--- src/rtl/bram_read_arbiter.sv ---
// Shares one feature-map BRAM read port among NUM_REQ row-FIFO fillers and routes returning data by tag.
// Define ARB_FIXED_PRIORITY_EN for lowest-index-wins arbitration; otherwise round robin.
module bram_read_arbiter #(
  parameter int unsigned NUM_REQ = 9,
  parameter int unsigned ADDR_W  = 14,
  parameter int unsigned DATA_W  = 16,
  parameter int unsigned RD_LAT  = 2
) (
  input  logic                      clk,
  input  logic                      reset,
  input  logic                      enable,
  input  logic [NUM_REQ-1:0]        req,
  input  logic [NUM_REQ*ADDR_W-1:0] req_addr,
  input  logic [NUM_REQ-1:0]        fifo_full,
  input  logic [DATA_W-1:0]         mem_rdata,
  output logic [NUM_REQ-1:0]        grant,
  output logic                      mem_en,
  output logic [ADDR_W-1:0]         mem_addr,
  output logic [NUM_REQ-1:0]        fifo_wr,
  output logic [DATA_W-1:0]         fifo_wdata,
  output logic                      busy
);

  localparam int unsigned IDX_W = (NUM_REQ > 1) ? $clog2(NUM_REQ) : 1;
  localparam int unsigned LAST  = RD_LAT - 1;

  typedef enum logic [1:0] {
    IDLE  = 2'd0,
    RUN   = 2'd1,
    DRAIN = 2'd2
  } state_t;

  state_t               state;
  state_t               state_nxt;
  logic                 arb_run;
  logic [NUM_REQ-1:0]   inflight;
  logic [NUM_REQ-1:0]   eligible;
  logic [NUM_REQ-1:0]   win_mask;
  logic [NUM_REQ-1:0]   done_mask;
  logic                 win_vld;
  logic [IDX_W-1:0]     win_idx;
  logic [ADDR_W-1:0]    win_addr;
  logic [RD_LAT-1:0]    tag_vld;
  logic [IDX_W-1:0]     tag_idx [RD_LAT];

  always_ff @(posedge clk or negedge reset) begin
    if (!reset) begin
      state <= IDLE;
    end else begin
      state <= state_nxt;
    end
  end

  // DRAIN lingers until the last tagged read has been written into its FIFO.
  always_comb begin
    state_nxt = state;
    arb_run   = 1'b0;
    case (state)
      IDLE: begin
        if (enable) state_nxt = RUN;
      end
      RUN: begin
        arb_run = 1'b1;
        if (!enable) state_nxt = DRAIN;
      end
      DRAIN: begin
        if (enable) begin
          state_nxt = RUN;
        end else if (inflight == '0) begin
          state_nxt = IDLE;
        end
      end
      default: state_nxt = IDLE;
    endcase
  end

  always_comb begin
    eligible = req & ~fifo_full & ~inflight;
  end

`ifdef ARB_FIXED_PRIORITY_EN
  always_comb begin
    win_vld = 1'b0;
    win_idx = '0;
    if (arb_run) begin
      for (int i = NUM_REQ - 1; i >= 0; i--) begin
        if (eligible[i]) begin
          win_vld = 1'b1;
          win_idx = IDX_W'(i);
        end
      end
    end
  end
`else
  logic [IDX_W-1:0] rr_ptr;

  // Scan from farthest to nearest after rr_ptr so the nearest eligible index is written last.
  always_comb begin
    logic [IDX_W:0] cand;
    win_vld = 1'b0;
    win_idx = '0;
    cand    = '0;
    if (arb_run) begin
      for (int k = NUM_REQ; k > 0; k--) begin
        cand = (IDX_W+1)'(rr_ptr) + (IDX_W+1)'(k);
        if (cand >= (IDX_W+1)'(NUM_REQ)) cand = cand - (IDX_W+1)'(NUM_REQ);
        if (eligible[cand[IDX_W-1:0]]) begin
          win_vld = 1'b1;
          win_idx = cand[IDX_W-1:0];
        end
      end
    end
  end

  always_ff @(posedge clk or negedge reset) begin
    if (!reset) begin
      rr_ptr <= IDX_W'(NUM_REQ - 1);
    end else if (win_vld) begin
      rr_ptr <= win_idx;
    end
  end
`endif

  always_comb begin
    win_mask  = '0;
    done_mask = '0;
    win_addr  = '0;
    for (int i = 0; i < NUM_REQ; i++) begin
      if (win_vld && (win_idx == IDX_W'(i))) begin
        win_mask[i] = 1'b1;
        win_addr    = req_addr[i*ADDR_W +: ADDR_W];
      end
      if (tag_vld[LAST] && (tag_idx[LAST] == IDX_W'(i))) begin
        done_mask[i] = 1'b1;
      end
    end
  end

  // Tag shift register tracks which requester owns each read in the BRAM pipe.
  always_ff @(posedge clk or negedge reset) begin
    if (!reset) begin
      tag_vld <= '0;
      for (int s = 0; s < RD_LAT; s++) tag_idx[s] <= '0;
    end else begin
      tag_vld[0] <= win_vld;
      tag_idx[0] <= win_idx;
      for (int s = 1; s < RD_LAT; s++) begin
        tag_vld[s] <= tag_vld[s-1];
        tag_idx[s] <= tag_idx[s-1];
      end
    end
  end

  always_ff @(posedge clk or negedge reset) begin
    if (!reset) begin
      grant      <= '0;
      mem_en     <= 1'b0;
      mem_addr   <= '0;
      fifo_wr    <= '0;
      fifo_wdata <= '0;
      busy       <= 1'b0;
      inflight   <= '0;
    end else begin
      grant    <= win_mask;
      mem_en   <= win_vld;
      if (win_vld) mem_addr <= win_addr;
      fifo_wr  <= done_mask;
      if (tag_vld[LAST]) fifo_wdata <= mem_rdata;
      busy     <= (state_nxt != IDLE);
      inflight <= (inflight & ~done_mask) | win_mask;
    end
  end

endmodule

--- config.mk ---
export PLATFORM = sky130hd
export DESIGN_NAME = bram_read_arbiter
export DESIGN_NICKNAME = d
export VERILOG_FILES = /design/src/rtl/bram_read_arbiter.sv
export SDC_FILE = /design/constraint.sdc
export NUM_CORES = 1
export LEC_CHECK = 0
export ABC_CLOCK_PERIOD_IN_PS = 5250
export CAP_MARGIN = 30
export CORE_MARGIN = 2
export CORE_UTILIZATION = 46
export CTS_BUF_LIST = sky130_fd_sc_hd__clkbuf_4
export DETAILED_ROUTE_END_ITERATION = 16
export PLACE_DENSITY = 0.87
export SYNTH_ARGS = -nofsm -noshare
export SYNTH_HDL_FRONTEND = slang
export SYNTH_SLANG_ARGS = --single-unit
--- constraint.sdc ---
create_clock -name clk -period 5.25 [get_ports clk]
set_input_delay 1.3125 -clock clk [delete_from_list [all_inputs] [get_ports clk]]
set_output_delay 1.3125 -clock clk [all_outputs]
set_load 0.005 [all_outputs]
# [Word-level counts from Yosys, hierarchy flattened]
# Index checks and enable logic that the tools add are counted.
[word_totals] ff_bits=75 latch_bits=0 ramBits=0 romBits=0 in_bits=163 out_inout_bits=50 mem_count=0
[op_classes] addsub=18 n_mul=0 div_mod_pow=0 order_cmp=18 eq_ne=18 shifts=0 n_mux=89 bitwise=7 n_reduce_logical=23
[ops] op="2-to-1 mux 14 bit" n=9
[ops] op="2-to-1 mux 4 bit" n=28
[ops] op=">= comparator 5 x 4 -> 1 bit (second input constant)" n=9
[ops] op="< comparator 4 x 5 -> 1 bit (second input constant)" n=9
[ops] op="2-to-1 mux 1 bit" n=38
[ops] op="binary-select mux 1 bit (select 4 bit)" n=9
[ops] op="subtractor 4 bit (second input constant)" n=9
[ops] op="== test 4 x 3 -> 1 bit (second input constant)" n=8
[ops] op="bitwise AND 9 bit" n=3
[ops] op="inverter 9 bit" n=3
[ops] op="adder 4 x 3 -> 5 bit (second input constant)" n=4
[ops] op="logical AND 1 bit" n=18
[ops] op="== test 4 x 2 -> 1 bit (second input constant)" n=4
[ops] op="adder 4 x 2 -> 5 bit (second input constant)" n=2
[ops] op="adder 4 x 4 -> 5 bit (second input constant)" n=2
[ops] op="zero test 9 bit" n=1
[ops] op="bitwise OR 9 bit" n=1
[ops] op="== test 4 x 1 -> 1 bit (second input constant)" n=2
[ops] op="== test 4 bit (second input constant)" n=2
[ops] op="zero test 4 bit" n=2
[ops] op="2-to-1 mux 2 bit" n=4
[ops] op="one-hot mux 2 bit (3 select lines)" n=1
[ops] op="adder 4 x 1 -> 5 bit (second input constant)" n=1
[ops] op="== test 2 x 1 -> 1 bit (second input constant)" n=1
[ops] op="3 further kinds" n=3

# [Depth between registers and ports, before layout]
[depth] word_depth=27 ltp_mapped=25 mapped_depth_nobuf=18

# [Worst setup path before layout]
# Ideal clock, no wire load.
[synth_path] path_kind="reg2reg" startpoint="register rr_ptr[0]" endpoint="register mem_addr[11]" arrival_ps=4945 required_ps=5126 slack_ps=181 path_stages_with_launch=24 n_path_buf=7 period_less_slack_ps=5069 path_cell_list="dfrtp_1 > buf_4 > inv_1 > clkbuf_1 > clkbuf_1 > buf_2 > ha_1 > buf_6 > xor2_1 > nor2_1 > a21o_1 > a31oi_1 > mux4_2 > o211ai_2 > nor4_1 > nor4_1 > o21a_1 > clkinv_2 > and3_1 > buf_6 > buf_6 > a22oi_2 > a21oi_1 > a211o_1"
[synth_between] elab_chain_cells=27
[synth_rtl] element="from (decl)" line="95" rtl="logic [IDX_W-1:0] rr_ptr;"
[synth_rtl] element="from (signal assigned)" line="117" rtl="rr_ptr <= IDX_W'(NUM_REQ - 1);"
[synth_rtl] element="from (signal assigned)" line="119" rtl="rr_ptr <= win_idx;"
[synth_rtl] element="adder 4 x 4 -> 5 bit" line="105" rtl="cand = (IDX_W+1)'(rr_ptr) + (IDX_W+1)'(k);"
[synth_rtl] element="subtractor 4 bit / >= comparator 5 x 4 -> 1 bit (equally long branches)" line="106" rtl="if (cand >= (IDX_W+1)'(NUM_REQ)) cand = cand - (IDX_W+1)'(NUM_REQ);"
[synth_rtl] element="2-to-1 mux 4 bit" line="106"
[synth_rtl] element="2-to-1 mux 4 bit" line="103" rtl="if (arb_run) begin"
[synth_rtl] element="binary-select mux 1 bit (select 4 bit)" line="107" rtl="if (eligible[cand[IDX_W-1:0]]) begin"
[synth_rtl] element="2-to-1 mux 1 bit (not written as such)" line="107"
[synth_rtl] element="2-to-1 mux 4 bit (9 in series)" line="107"
[synth_rtl] element="2-to-1 mux 4 bit" line="103"
[synth_rtl] element="zero test 4 bit" line="129" rtl="if (win_vld && (win_idx == IDX_W'(i))) begin"
[synth_rtl] element="logical AND 1 bit" line="129"
[synth_rtl] element="2-to-1 mux 14 bit (9 in series)" line="129"
[synth_rtl] element="to (signal assigned)" line="166" rtl="if (win_vld) mem_addr <= win_addr;"
[synth_rtl] element="to (decl)" line="18" rtl="output logic [ADDR_W-1:0] mem_addr,"
# Several ways; a longest one is shown, not always the timed one. The select of a mux whose other input is x is not followed.
# A chain may end at the register's enable or synchronous reset.

# [Final worst setup path]
[layout_path] startpoint="input fifo_full[6]" endpoint="register mem_addr[3]"
[layout_between] elab_chain_cells=26
[layout_rtl] element="from (decl)" line="14" rtl="input logic [NUM_REQ-1:0] fifo_full,"
[layout_rtl] element="inverter 9 bit (*)" line="78" rtl="eligible = req & ~fifo_full & ~inflight;"
[layout_rtl] element="bitwise AND 9 bit (*) (2 in series)" line="78"
[layout_rtl] element="binary-select mux 1 bit (select 4 bit)" line="107"
[layout_rtl] element="2-to-1 mux 1 bit (not written as such)" line="107"
[layout_rtl] element="2-to-1 mux 4 bit (9 in series)" line="107"
[layout_rtl] element="2-to-1 mux 4 bit" line="103"
[layout_rtl] element="zero test 4 bit" line="129"
[layout_rtl] element="logical AND 1 bit" line="129"
[layout_rtl] element="2-to-1 mux 14 bit (9 in series)" line="129"
# Mark *: on every way between the ends. The rest lies on a longest branch, timed or not. The select of a mux whose other input is x is not followed.

==> run summary <==
number of fill cells = 1346
H-tree depth = 3
CTS tree = done
post-synthesis cell type count = 97
slowest CP cell = nor3b_1
final setup vio count = 0
setup TNS = 0 ns
Clock Skews = 0.0319 ns
Post-Place Setup Slack = -0.0840 ns
Max-Cap Viols = 0
First-pass DRT Iterations = 6
final antenna-violating net count = 0
synthesized area = 7620 µm²
Worst Min Path Start = tag_idx[7]$_DFF_PN0_
row count = 47
R2R Path Start = rr_ptr[1]$_DFFE_PN0P_
# DRC = 0
Synth Area per Inst = 8.17 µm²
final core utilization = 65.7%
cell family with most CP delay = compound AO/OA/AOI/OAI gates
cells after synthesis = 933
global-route wire length before repair = 50.5 mm
gr ovfl total = 0
Non-Filler Instances = 1431
critical path, cell by cell = clkdlybuf4s50_1 -> nor3b_1 -> a211oi_1 -> nor4_1 -> o211ai_1 -> buf_4 -> nand2_1 -> o211ai_1 -> a2111oi_0 -> o31ai_1 -> a21oi_1 -> nand2b_1 -> nor2_1 -> a221oi_1 -> a41oi_1
Slew HR = 46.0%
f_max = 0.196 GHz
1st-iter DRT viols = 946
Worst R2R Setup Slack = 0.24 ns
Crit path arrival time = 5.43 ns
Pleak = 4.37 nW
worst path required time = 5.57 ns
sequential area share after synthesis = 24.3%
WP depth = 15
PnR worst setup slack = 0.138 ns
Compound-Gate Fraction of Synth Area = 32.8%
Synth Area in XOR/XNOR = 2.46%
Synth-to-Final Area Change = 41.5%
flops & latches, synth = 74
element type at the critical path end = flop
Tmin final = 5.11 ns
Post-Synth Adder-Cell Area = 3.61%
VDD IR-drop max = 0.0928 mV
Post-synth EDFFs = 0
Initial Util = 46.4%
pins over their slew limit = 0
Synth Area in Simple Gates = 22.8%
crit share post-route = 97.4%
kind of critical path = in2reg
# clock sinks = 74
Synth Net Count = 1118
dpl cells = 1409
Die Wd = 133 µm
Overall Global Routing Usage = 36.9%
Final nets = 1387
DPL Wire Length = 26.5 mm
core area = 16400 µm²
main combinational cell family by area after synthesis = compound AO/OA/AOI/OAI gates
critical path peak fanout = 5
CTS Hold Bufs = 0
R2R Path End = mem_addr[3]$_DFFE_PN0P_
vias = 9262
hold worst-path end = tag_idx[3]$_DFF_PN0_
worst skew pair latency = 0.45 ns
Yosys Warn Count = 0
ys async rst share = 100%
crit path launch type = input port
routed vias/inst = 6.47
die area = 17600 µm²
Main synth FF type = dfrtp_1
largest net degree at the start of global routing = 77
final WL = 33.4 mm
Most Frequent Cell on Critical Path = o211ai_1
Worst Tran Pin Value = 0.810 ns
Min-Delay Path Depth = 0
pwr dens = 105 nW/µm²
CTS max path bufs = 2
io pins = 213
root buffer cell = clkbuf_4
Final Hold Fails = 0
outcome = complete, no violations
clk slew on worst S/H paths = 0.14 ns
most frequent standard cell in the layout excluding fill and tap cells = clkdlybuf4s50_1
CTS Buf Count = 9
initial antenna violation count = 4
worst hold path type = reg2reg
vias in the first global route = 9022
Slowest Stage Delay on Critical Path = 0.67 ns
layout cells sized above 1 = 17.3%
fraction of synthesized area in multiplexers = 8.52%
most frequent cells in the layout = 211 x clkdlybuf4s50_1, 106 x buf_4, 72 x dfrtp_1
path depth of the worst reg2reg path = 18
port buffer count = 212
Final GP Congestion = 1.08
WL/cell = 23.3 µm
worst path bufs/invs = 2
Die Y = 133 µm
==> cells by family after synthesis <==
family | count (synthesis)
AO/OA/AOI/OAI | 345
AND/OR/NAND/NOR | 324
buffers and inverters | 92
flip-flops | 74
multiplexers | 58
adder cells (fa/ha/maj) | 22
XOR/XNOR | 18
==> area by class of cell <==
cell class              count  area, µm²  area share (%)
diodes                      4       10.0          0.0928
clock buffers               9       67.6           0.627
clock inverters             7       83.8           0.778
inverters                  29        114            1.06
multi-input cells         767       5380            49.9
flip-flops and latches     74       1850            17.2
well taps                 220        275            2.55
repair buffers            321       3000            27.8
==> metal layers <==
| metal | vias to the layer above | track usage, % | part of all wire (%) |
|---|---|---|---|
| met5 | - | 0 | 0 |
| met3 | 129 | 6.63 | 9.2 |
| met1 | 4346 | 44.9 | 37 |
| li1 | 4140 | - | - |
| met2 | 647 | 63.1 | 49 |
| met4 | 0 | 17.5 | 5.2 |
==> worst reg2reg max path, delay by kind of cell, from the launching register on <==
kind | cells | cell delay, ns
compound gates | 8 | 2.22
fa+ha+maj | 2 | 0.81
simple gates | 4 | 0.75
buf+inv | 4 | 0.73
flops | 1 | 0.42
==> power breakdown <==
part | total [mW] | internal, mW | switching, mW
combinational | 0.167 | 0.118 | 0.0489
sequential | 0.573 | 0.572 | 0.00135
clock | 0.391 | 0.154 | 0.236
total | 1.13 | 0.844 | 0.287
==> worst max-delay path by stage <==
stage	slack [ns]	from	to
2_1_floorplan	0.18	rr_ptr[0]$_DFFE_PN0P_	mem_addr[11]$_DFFE_PN0P_
3_3_place_gp	-0.03	req[6]	mem_addr[10]$_DFFE_PN0P_
3_5_place_dp	-0.08	req[6]	mem_addr[3]$_DFFE_PN0P_
4_1_cts	0.19	rr_ptr[1]$_DFFE_PN0P_	mem_addr[8]$_DFFE_PN0P_
5_1_grt	-0.004	rr_ptr[1]$_DFFE_PN0P_	mem_addr[12]$_DFFE_PN0P_
6_report	0.14	fifo_full[6]	mem_addr[3]$_DFFE_PN0P_
==> sequential cells by signal, indices dropped and copies added, names as in the netlist <==
signal,count
busy,1
fifo_wdata,16
fifo_wr,9
grant,9
inflight,9
mem_addr,14
rr_ptr,4
state,2
tag_idx,8
tag_vld,2
==> Yosys cell counts (6+ instances only) <==
cell       count  area [µm²]
a211o_1        6        52.6
a211oi_1      22         165
a21o_1        19         143
a21oi_1       51         255
a221oi_1      11        96.3
a222oi_1       8        80.1
a22oi_1       15         113
a31oi_1       10        62.6
and2_1        12        75.1
and3_1        10        62.6
buf_1          6        22.5
buf_2         25         125
clkbuf_1      25        93.8
dfrtp_1       73        1830
ha_1          22         275
inv_1         23        86.3
mux2_2        25         282
mux2i_1       30         300
nand2_1       68         255
nand2b_1      23         144
nand3_1       28         140
nand4_1        8        50.1
nor2_1        64         240
nor2b_1       13        81.3
nor3_1        24         120
nor3b_1       13        97.6
nor4_1         9        56.3
o2111ai_1      6        52.6
o211ai_1      18         135
o21a_1         7        52.6
o21ai_0       61         305
o221ai_1      10        87.6
o22ai_1        8        50.1
o31ai_1       16         120
or2_2          6        37.5
or3_1         12        75.1
or3b_2         9        78.8
xnor2_1       11        96.3
==> stage by stage <==
stage	total power, mW	cell area [µm²]	hold WS (ns)
4_1_cts	1.13	10700	0.380
3_5_place_dp	0.747	10500	0.338
6_report	1.13	10800	0.377
5_1_grt	1.18	10800	0.388
2_1_floorplan	0.598	7620	0.331
3_3_place_gp	0.745	10500	0.332
==> repair_timing <==
item	CTS	global route
setup buffers	0	1
endpoints found under the setup margin	0	14
gates resized for setup	0	7
No activity file was read; power rests on OpenSTA's default activity.
